File: config.mk
export PLATFORM = sky130hd
export DESIGN_NAME = led_pattern_ctrl
export DESIGN_NICKNAME = d
export VERILOG_FILES = /design/src/rtl/led_pkg.sv /design/src/rtl/led_prescaler.sv /design/src/rtl/led_pattern_ctrl.sv
export SDC_FILE = /design/constraint.sdc
export NUM_CORES = 1
export LEC_CHECK = 0
export CAP_MARGIN = 5
export CORE_MARGIN = 5
export CORE_UTILIZATION = 47
export CTS_BUF_LIST = sky130_fd_sc_hd__clkbuf_2 sky130_fd_sc_hd__clkbuf_4 sky130_fd_sc_hd__clkbuf_8
export CTS_CLUSTER_DIAMETER = 150
export DETAILED_ROUTE_END_ITERATION = 12
export PLACE_DENSITY = 0.69
export SLEW_MARGIN = 15
export SYNTH_ARGS = -nofsm -noshare
export SYNTH_HDL_FRONTEND = slang
export SYNTH_SLANG_ARGS = --single-unit
File: constraint.sdc
create_clock -name clk -period 2.3 [get_ports clk]
set_clock_uncertainty 0.05 [all_clocks]
set_input_delay 0.46 -clock clk [delete_from_list [all_inputs] [get_ports clk]]
set_output_delay 0.46 -clock clk [all_outputs]
set_load 0.005 [all_outputs]
File: src/rtl/led_pkg.sv
// Shared definitions for the LED pattern controller: FSM state encoding,
// default prescaler terminal count and the seed pattern generator.
package led_pkg;

  typedef enum logic [1:0] {
    ST_IDLE  = 2'b00,
    ST_LOAD  = 2'b01,
    ST_RUN   = 2'b10,
    ST_PAUSE = 2'b11
  } led_state_e;

  // 0.25 s step period at 50 MHz (DIV_MAX+1 clocks per step).
  localparam int LED_DIV_MAX_DEF = 12499999;

  localparam logic [31:0] PAT_ALT = 32'h5555_5555;

  // Seed pattern for a given index, computed 32 bits wide; the caller
  // truncates to the shift register width (width must be 1..32).
  function automatic logic [31:0] led_pattern(input logic [1:0] idx, input int width);
    logic [31:0] p;
    case (idx)
      2'd0:    p = 32'd1;
      2'd1:    p = 32'd3;
      2'd2:    p = PAT_ALT;
      default: p = (32'd1 << (width - 1)) - 32'd1;
    endcase
    return p;
  endfunction

endpackage

File: src/rtl/led_prescaler.sv
// Step prescaler: counts enabled cycles and emits a one-cycle tick when the
// count equals DIV_MAX, then wraps. Synchronous clear dominates enable.
module led_prescaler
  import led_pkg::*;
#(
  parameter int DIV_W   = 24,
  parameter int DIV_MAX = LED_DIV_MAX_DEF
) (
  input  logic clk,
  input  logic rst_n,
  input  logic en_i,
  input  logic clr_i,
  output logic tick_o
);

  localparam logic [DIV_W-1:0] MAX_V = DIV_W'(DIV_MAX);

  logic [DIV_W-1:0] cnt_q;
  logic [DIV_W-1:0] cnt_d;

  assign tick_o = en_i && (cnt_q == MAX_V);

  // Next count: clear, hold, increment, or wrap on terminal count.
  always_comb begin
    cnt_d = cnt_q;
    if (clr_i) begin
      cnt_d = '0;
    end else if (en_i) begin
      cnt_d = tick_o ? '0 : cnt_q + DIV_W'(1);
    end
  end

  // Counter register.
  always_ff @(posedge clk or negedge rst_n) begin
    if (!rst_n) begin
      cnt_q <= '0;
    end else begin
      cnt_q <= cnt_d;
    end
  end

endmodule

File: src/rtl/led_pattern_ctrl.sv
// LED pattern controller: run/pause/stop FSM with a pattern request/ack
// handshake, one-cycle active-low load strobe and prescaled step enable
// for the downstream rotating shift register.
// Optional build macro LED_AUTO_CYCLE_EN: after 2*CNT_SIZE steps in RUN the
// next pattern is loaded automatically (no pat_ack for that load).
module led_pattern_ctrl
  import led_pkg::*;
#(
  parameter int CNT_SIZE = 4,
  parameter int DIV_W    = 24,
  parameter int DIV_MAX  = LED_DIV_MAX_DEF
) (
  input  logic                clk,
  input  logic                rst_n,
  input  logic                start,
  input  logic                stop,
  input  logic                pause,
  input  logic [1:0]          pat_sel,
  input  logic                pat_req,
  output logic                pat_ack,
  output logic                ld_n,
  output logic [CNT_SIZE-1:0] din,
  output logic                step,
  output logic [1:0]          state,
  output logic [7:0]          step_cnt
);

`ifdef LED_AUTO_CYCLE_EN
  localparam logic [7:0] AUTO_LAST = 8'(2 * CNT_SIZE - 1);
`endif

  led_state_e state_q, state_d;
  logic       run_after_q, run_after_d;
  logic [1:0] idx_q, idx_d;
  logic [7:0] step_cnt_q, step_cnt_d;
  logic       ack_d;
  logic       pre_en, pre_clr, tick;

  // Prescaler runs only in RUN when no higher-priority event is present;
  // it is cleared while loading and on stop.
  assign pre_en  = (state_q == ST_RUN) && !stop && !pat_req && !pause;
  assign pre_clr = (state_q == ST_LOAD) || stop;

  led_prescaler #(
    .DIV_W  (DIV_W),
    .DIV_MAX(DIV_MAX)
  ) u_prescaler (
    .clk   (clk),
    .rst_n (rst_n),
    .en_i  (pre_en),
    .clr_i (pre_clr),
    .tick_o(tick)
  );

  // Next state, handshake and pattern latch; priority stop > pat_req > pause > start.
  always_comb begin
    state_d     = state_q;
    run_after_d = run_after_q;
    idx_d       = idx_q;
    ack_d       = 1'b0;
    case (state_q)
      ST_IDLE: begin
        if (stop) begin
          state_d = ST_IDLE;
        end else if (pat_req) begin
          ack_d       = 1'b1;
          idx_d       = pat_sel;
          run_after_d = start;
          state_d     = ST_LOAD;
        end else if (start) begin
          run_after_d = 1'b1;
          state_d     = ST_LOAD;
        end
      end
      ST_LOAD: begin
        if (stop || !run_after_q) begin
          state_d = ST_IDLE;
        end else if (pause) begin
          state_d = ST_PAUSE;
        end else begin
          state_d = ST_RUN;
        end
      end
      ST_RUN: begin
        if (stop) begin
          state_d = ST_IDLE;
        end else if (pat_req) begin
          ack_d       = 1'b1;
          idx_d       = pat_sel;
          run_after_d = 1'b1;
          state_d     = ST_LOAD;
        end else if (pause) begin
          state_d = ST_PAUSE;
`ifdef LED_AUTO_CYCLE_EN
        end else if (tick && (step_cnt_q == AUTO_LAST)) begin
          idx_d       = idx_q + 2'd1;
          run_after_d = 1'b1;
          state_d     = ST_LOAD;
`endif
        end
      end
      ST_PAUSE: begin
        if (stop) begin
          state_d = ST_IDLE;
        end else if (pat_req) begin
          ack_d       = 1'b1;
          idx_d       = pat_sel;
          run_after_d = 1'b1;
          state_d     = ST_LOAD;
        end else if (!pause) begin
          state_d = ST_RUN;
        end
      end
    endcase
  end

  // Step counter: zeroed on entry to LOAD, advanced on each step.
  always_comb begin
    step_cnt_d = step_cnt_q;
    if (state_d == ST_LOAD) begin
      step_cnt_d = '0;
    end else if (tick) begin
      step_cnt_d = step_cnt_q + 8'd1;
    end
  end

  // Control state registers.
  always_ff @(posedge clk or negedge rst_n) begin
    if (!rst_n) begin
      state_q     <= ST_IDLE;
      run_after_q <= 1'b0;
      idx_q       <= 2'd0;
      step_cnt_q  <= '0;
    end else begin
      state_q     <= state_d;
      run_after_q <= run_after_d;
      idx_q       <= idx_d;
      step_cnt_q  <= step_cnt_d;
    end
  end

  // idx_q only changes on entry to LOAD, so din is stable outside that edge.
  assign din      = CNT_SIZE'(led_pattern(idx_q, CNT_SIZE));
  assign ld_n     = (state_q != ST_LOAD);
  assign step     = tick;
  assign pat_ack  = ack_d && rst_n;
  assign state    = state_q;
  assign step_cnt = step_cnt_q;

endmodule

==> metrics.md, run 1 <==
| Metric | Value |
|---|---|
| P_leak | `0.00111 uW` |
| Grt ovf | `0` |
| Die Wd | `76.2 um` |
| Startpoint type of the worst setup path | `flop` |
| Overall routing resource usage | `0.182` |
| MaxCap Viol Count | `0` |
| Vias per std cell | `5.71` |
| CTS max path bufs | `2` |
| GRT busiest layer | `met2` |
| Peak VDD IR | `0.363 mV` |
| PortBufs | `22` |
| Avg Inst Size Synth | `9.19 um2` |
| Library cells used by synthesis | `41` |
| YS warnings | `0` |
| Period minus WS final | `2.30 ns` |
| Detail Route Antenna Nets | `0` |
| M2 GR Usage | `0.269` |
| Syn nets | `234` |
| Critical path type | `flop to output port` |
| Area share of the largest cell type after synthesis | `0.450` |
| Synth Cell Area | `2060 um2` |
| Status | `finished clean` |
| Met1 Usage GRT | `0.258` |
| Post-synthesis sequential area ratio | `0.450` |
| I/O pin count | `25` |
| DR vias | `1844` |
| Dpl hpwl | `3500 um` |
| Critical path endpoint category | `output port` |
| P_sw | `376 uW` |
| Reg power frac | `0.502` |
| TritonRoute pass-1 iters | `4` |
| Cell taking the most area after synthesis | `dfrtp_1` |
| Routed WL | `4810 um` |
| First-pass GRT wire length | `8740 um` |
| FP Rows | `24` |
| ANT cells | `0` |
| Internal power | `996 uW` |
| Max Clk Rate | `435 MHz` |
| Post-DR wirelength/cell | `14.9 um` |
| Finished Cell Area | `2610 um2` |
| Pwr per Cell Area | `526 nW/um2` |
| Yosys reg bits | `37` |
| Clk network pwr share | `0.343` |
| Hold_buf cts | `0` |
| Antenna violations before repair | `0` |
| Met3 usage | `0.0532` |
| Fin Setup TNS | `0 ns` |
| Worst-path clk slew | `0.08 ns` |
| Final hold slack | `0.203 ns` |
| Setup-failing EPs final | `0` |
| CP max FO | `2` |
| Vert. Die Dim | `76.2 um` |
| Final Total Pwr | `1370 uW` |
| Iter 0 DRT Violations | `107` |
| Max-slew violations | `0` |
| Final worst path period share | `0.999` |
| Core ar. | `4290 um2` |
| Initial Util | `0.480` |
| Clk sinks | `37` |
| Htree depth | `2` |
| Total Nets Final | `280` |
| RSZ-0062 raised after global routing | `true` |
| Largest net degree at the start of global routing | `38` |
| FILL cells | `380` |
| Fraction of layout instances using a drive strength above 1 | `0.181` |
| Die area | `5810 um2` |
| CTS tree | `yes` |
| CTS Buf Count | `5` |
| Syn-to-layout area delta | `26.7%` |
| Worst-skew pair later-pin latency | `0.30 ns` |
| # DRC | `0` |
| RePlAce Congestion | `0.834` |
| Critical Path RT | `1.79 ns` |
| Type of the most critical hold path | `input port to async pin` |
| Switching share of power | `0.274` |
| Critical path arrival | `1.79 ns` |
| Vias in the first global route | `1819` |
| CTS root buffer | `clkbuf_8` |
| Area contributors post-synth | `dfrtp_1 45%, nand4_1 4.6%, nor2_1 4.6%, xor2_1 4.3%, a21oi_1 3.2%` |
| Fin. Hold Viols | `0` |
| Cell Area, Placed | `2500 um2` |
| Comb power frac | `0.155` |
| Post-Syn Instances | `224` |
per-stage QoR:
stage | utilization | setup WS (ns) | instances
5_1_grt | 0.608 | -0.105 | 323
2_1_floorplan | - | 0.167 | 224
4_1_cts | 0.605 | -0.0260 | 323
3_5_place_dp | 0.583 | -0.289 | 314
3_3_place_gp | 0.583 | -0.267 | 314
6_report | 0.608 | 0.00283 | 323
critical path: stages, from the launching register on:
cell     delay, ns
dfrtp_1       0.38
or4b_4        0.55
nor4_4        0.17
nand4_1       0.11
nor2_1        0.15
buf_2         0.14
routing by layer:
layer	up-vias	wire length, um
li1	908	-
met1	890	2320
met2	41	2230
met3	5	199
met4	0	60
met5	-	0
worst paths after layout:
check	slack [ns]	from	end	cells after the start
setup / recovery	0.003	u_prescaler.cnt_q[5]$_DFFE_PN0P_	step	5
hold / removal	0.20	rst_n	u_prescaler.cnt_q[11]$_DFFE_PN0P_	2
setup reg to reg	0.13	u_prescaler.cnt_q[5]$_DFFE_PN0P_	step_cnt[5]$_DFFE_PN0P_	6
hold reg to reg	0.46	idx_q[0]$_DFFE_PN0P_	idx_q[0]$_DFFE_PN0P_	1
max in group asynchronous	1.67	rst_n	u_prescaler.cnt_q[22]$_DFFE_PN0P_	2
min in group clk	0.46	idx_q[0]$_DFFE_PN0P_	idx_q[0]$_DFFE_PN0P_	1
power by group through the flow:
| stage | Sequential (uW) | Clock (uW) | Combinational [uW] |
|---|---|---|---|
| final | 689 | 470 | 213 |
| after global routing | 692 | 521 | 237 |
| after CTS | 689 | 481 | 216 |
| after detailed placement | 702 | 0 | 209 |
| after global placement | 701 | 0 | 207 |
| after floorplan | 701 | 0 | 90.8 |
cells by family (layout without fill, tap and decap cells):
family / count (synthesis) / in the layout / share of synthesized area
xor+xnor: 14 / 14 / 0.0595
other cells: 2 / 2 / 0.00365
simple gates: 105 / 105 / 0.290
flops: 37 / 37 / 0.450
mux: 4 / 4 / 0.0213
fa+ha+maj: 2 / 2 / 0.0121
compound gates: 41 / 41 / 0.123
buf+inv: 19 / 66 / 0.0407
state kept, by name (all words and copies together) (netlist names):
signal	flops
step_cnt	8
idx_q	2
u_prescaler.cnt_q	24
state	2
run_after_q	1
repair_timing:
action                     CTS  global route
buffers inserted             1             0
setup endpoints to repair    3             2
gates cloned                 0             0
gates resized for setup      6             2
pin swaps                    4             1
layout by cell type (no fill, tap or decap), drive strengths merged, types with 6 or more instances in the layout:
| cell | n |
|---|---|
| dfrtp | 37 |
| buf | 31 |
| nor2 | 25 |
| clkdlybuf4s50 | 19 |
| nand2 | 17 |
| nand4 | 15 |
| a21oi | 13 |
| xor2 | 10 |
| o21ai | 9 |
| nand3 | 9 |
| inv | 8 |
| and3 | 7 |
| or4 | 6 |
| a31oi | 6 |
layout make-up:
cell class | count | area, um2 | area share
Inverter | 7 | 26.3 | 0.0101
Sequential cell | 37 | 926 | 0.355
Clock inverter | 3 | 21.3 | 0.00815
Timing Repair Buffer | 51 | 439 | 0.168
Tap cell | 52 | 65.1 | 0.0249
Multi-Input combinational cell | 168 | 1060 | 0.407
Clock buffer | 5 | 68.8 | 0.0264
Yosys cell counts, drive strengths merged:
cell    number
xor2        10
mux2         3
nor4b        2
a32oi        1
nor2        25
a311oi       1
dfrtp       37
and2         3
nand4       15
nor4         3
a41oi        1
mux2i        1
or4          6
inv          7
nand2b       2
nor4bb       1
or4b         1
nand3b       4
o31ai        5
nand3        9
o21ai        9
o311ai       3
nand2       17
ha           2
and3         7
conb         2
nor3         4
a22oi        1
nor2b        3
buf          4
a31oi        6
a21oi       13
or3          3
clkbuf       8
xnor2        4
a22o         1
Power figures use the tool's default switching activity.
==> run 2: changes to the inputs <==
--- a/config.mk
+++ b/config.mk
@@ -11,8 +11,11 @@
 export CTS_BUF_LIST = sky130_fd_sc_hd__clkbuf_2 sky130_fd_sc_hd__clkbuf_4 sky130_fd_sc_hd__clkbuf_8
 export CTS_CLUSTER_DIAMETER = 150
 export DETAILED_ROUTE_END_ITERATION = 12
+export MAX_ROUTING_LAYER = met4
 export PLACE_DENSITY = 0.69
+export RECOVER_POWER = 100
 export SLEW_MARGIN = 15
 export SYNTH_ARGS = -nofsm -noshare
 export SYNTH_HDL_FRONTEND = slang
 export SYNTH_SLANG_ARGS = --single-unit
+export TNS_END_PERCENT = 50
==> run 2 against run 1 <==
The run now ends with negative setup slack left. Critical path type is now input port to output port. Via count about the same. Worst hold slack improved by 0.24 ns. Utilization down 0.73 points. Worst setup slack lost 0.034 ns. Critical path depth up 1. Die area unchanged. Sequential cell count stayed put.
==> metrics.md, run 2 (synthesis gave the netlist of run 1 again) <==
| Metric | Value |
|---|---|
| Period minus WS final | `2.33 ns (+0.0335 ns)` |
| Largest net degree at the start of global routing | `38 (unchanged)` |
| Syn-to-layout area delta | `25.2%` |
| TritonRoute pass-1 iters | `4 (unchanged)` |
| RSZ-0062 raised after global routing | `true` |
| Critical path endpoint category | `output port` |
| Vias in the first global route | `1824 (+0.27%)` |
| FILL cells | `385 (+1.3%)` |
| Finished Cell Area | `2580 um2 (-1.2%)` |
| Pwr per Cell Area | `524 nW/um2 (-0.28%)` |
| ANT cells | `0 (unchanged)` |
| Hold_buf cts | `0 (unchanged)` |
| Reg area | `926 um2 (unchanged)` |
| Die Wd | `76.2 um (unchanged)` |
| Largest Register | `u_prescaler.cnt_q` |
| Max Clk Rate | `429 MHz (-1.4%)` |
| Fin cells | `323 (unchanged)` |
| Status | `finished with violations` |
| P_leak | `0.00112 uW (+1.5%)` |
| Htree depth | `2 (unchanged)` |
| Failing checks | `negative setup slack` |
| CTS root buffer | `clkbuf_8` |
| Core ar. | `4290 um2 (unchanged)` |
| Multi-input combinational cell area | `1060 um2 (-0.24%)` |
| Setup-failing EPs final | `1 (+1)` |
| Rel. slew slack | `0.392` |
| Startpoint type of the worst setup path | `input port` |
| Worst-path clk slew | `0.08 ns (about the same)` |
| Antenna violations before repair | `0 (unchanged)` |
| Iter 0 DRT Violations | `120 (+12%)` |
| Commonest non-fill, non-tap cell in the layout | `dfrtp_1` |
| Worst-skew pair later-pin latency | `0.30 ns (about the same)` |
| Fraction of layout instances using a drive strength above 1 | `0.166 (-0.0148)` |
| Critical path type | `input port to output port` |
| Cell Area, Placed | `2500 um2 (unchanged)` |
| First-pass GRT wire length | `8720 um (-0.16%)` |
| # DRC | `0 (unchanged)` |
| PortBufs | `22 (unchanged)` |
| Overall routing resource usage | `0.187 (+0.00485)` |
| Clk sinks | `37 (unchanged)` |
| Final worst path period share | `1.01 (+0.0146)` |
| Total Nets Final | `280 (unchanged)` |
| Vert. Die Dim | `76.2 um (unchanged)` |
| CTS Buf Count | `5 (unchanged)` |
| Dpl hpwl | `3500 um (unchanged)` |
| I/O pin count | `25 (unchanged)` |
| Peak VDD IR | `0.354 mV (-2.4%)` |
| Worst slack, placed | `-0.289 ns (unchanged)` |
| FP Rows | `24 (unchanged)` |
| Post-DR wirelength/cell | `14.9 um (about the same)` |
| Fin. Hold Viols | `0 (unchanged)` |
| Routed WL | `4810 um (about the same)` |
| CTS tree | `yes` |
| Worst-Margin Slew | `0.912 ns` |
| Initial Util | `0.480 (unchanged)` |
| Layout Utilization | `0.600 (-0.00728)` |
| DR vias | `1843 (-0.054%)` |
| Commonest non-fill, non-tap cells in the layout | `37 x dfrtp_1, 25 x nor2_1, 24 x buf_4, 17 x nand2_1, 15 x nand4_1` |
| Critical path arrival | `1.82 ns (+0.03 ns)` |
| Fin Setup TNS | `-0.0307 ns (-0.0307 ns)` |
| CP max FO | `5 (+3)` |
| DP Cell Count | `314 (unchanged)` |
| Detail Route Antenna Nets | `0 (unchanged)` |
| Vias per std cell | `5.71 (about the same)` |
| RePlAce Congestion | `0.847 (+1.5%)` |
| Max-slew violations | `0 (unchanged)` |
| Type of the most critical hold path | `input port to async pin` |
| Max FFs per register | `24 (unchanged)` |
| PnR worst setup slack | `-0.0307 ns (-0.0335 ns)` |
| CTS max path bufs | `2 (unchanged)` |
| Grt ovf | `0 (unchanged)` |
| MaxCap Viol Count | `0 (unchanged)` |
| Die area | `5810 um2 (unchanged)` |
| Critical Path RT | `1.79 ns (about the same)` |
[run 2: cell count changes in the layout (fill, tap and decap cells not counted)]
cell             before  now
nor2b_2               2    1
clkdlybuf4s50_1      19    6
clkbuf_1              0    3
clkbuf_2              0    3
buf_4                28   24
buf_2                 2    1
buf_12                1    0
nor2b_1               1    2
dlygate4sd3_1         0   13
[run 2: cell type report]
cell class | instances | area share
tap | 52 | 0.0252
inverter | 7 | 0.0102
clock inverter | 3 | 0.00825
multi-input combinational | 168 | 0.411
timing repair buffer | 51 | 0.159
clock buffer | 5 | 0.0267
sequential | 37 | 0.359
[run 2: per-stage QoR]
stage	total power [uW]	hold WS, ns
floorplan	791	0.114
global placement	908	0.437
detailed placement	911	0.448
CTS	1390	0.211
global route	1430	0.485
finish	1350	0.438
[run 2: per-layer routing]
metal  vias up  track usage  share of wire
met5         -            -              0
met4         0       0.0507          0.014
met1       875        0.258           0.48
met3         7       0.0532          0.043
met2        53        0.269           0.46
li1        908            -              -
[run 2: path summary, 6_finish.rpt]
path | slack, ns | start | depth (start not counted) | endpoint
min | 0.44 | rst_n | 2 | u_prescaler.cnt_q[11]$_DFFE_PN0P_
min in group clk | 0.46 | idx_q[0]$_DFFE_PN0P_ | 1 | idx_q[0]$_DFFE_PN0P_
max | -0.03 | pat_req | 6 | step
max in group asynchronous | 1.20 | rst_n | 2 | u_prescaler.cnt_q[22]$_DFFE_PN0P_
min reg2reg | 0.46 | idx_q[0]$_DFFE_PN0P_ | 1 | idx_q[0]$_DFFE_PN0P_
max reg2reg | 0.13 | u_prescaler.cnt_q[5]$_DFFE_PN0P_ | 6 | step_cnt[5]$_DFFE_PN0P_
[run 2: power breakdown]
group / internal (uW) / switching (uW) / total, uW / leakage, uW
clock: 215 / 256 / 471 / 0.0000445
sequential: 671 / 16.3 / 688 / 0.000508
combinational: 90.4 / 102 / 193 / 0.000572
[run 2: what timing repair did]
item,4_1_cts,5_1_grt
endpoints found under the setup margin,3,2
buffers inserted,1,0
gates resized for setup,6,2
pin swaps,4,1
[run 2: critical path, stage by stage]
cell	delay, ns
dlygate4sd3_1	0.56
nor4b_2	0.25
buf_4	0.16
nand2b_1	0.09
nor2_1	0.16
buf_2	0.14
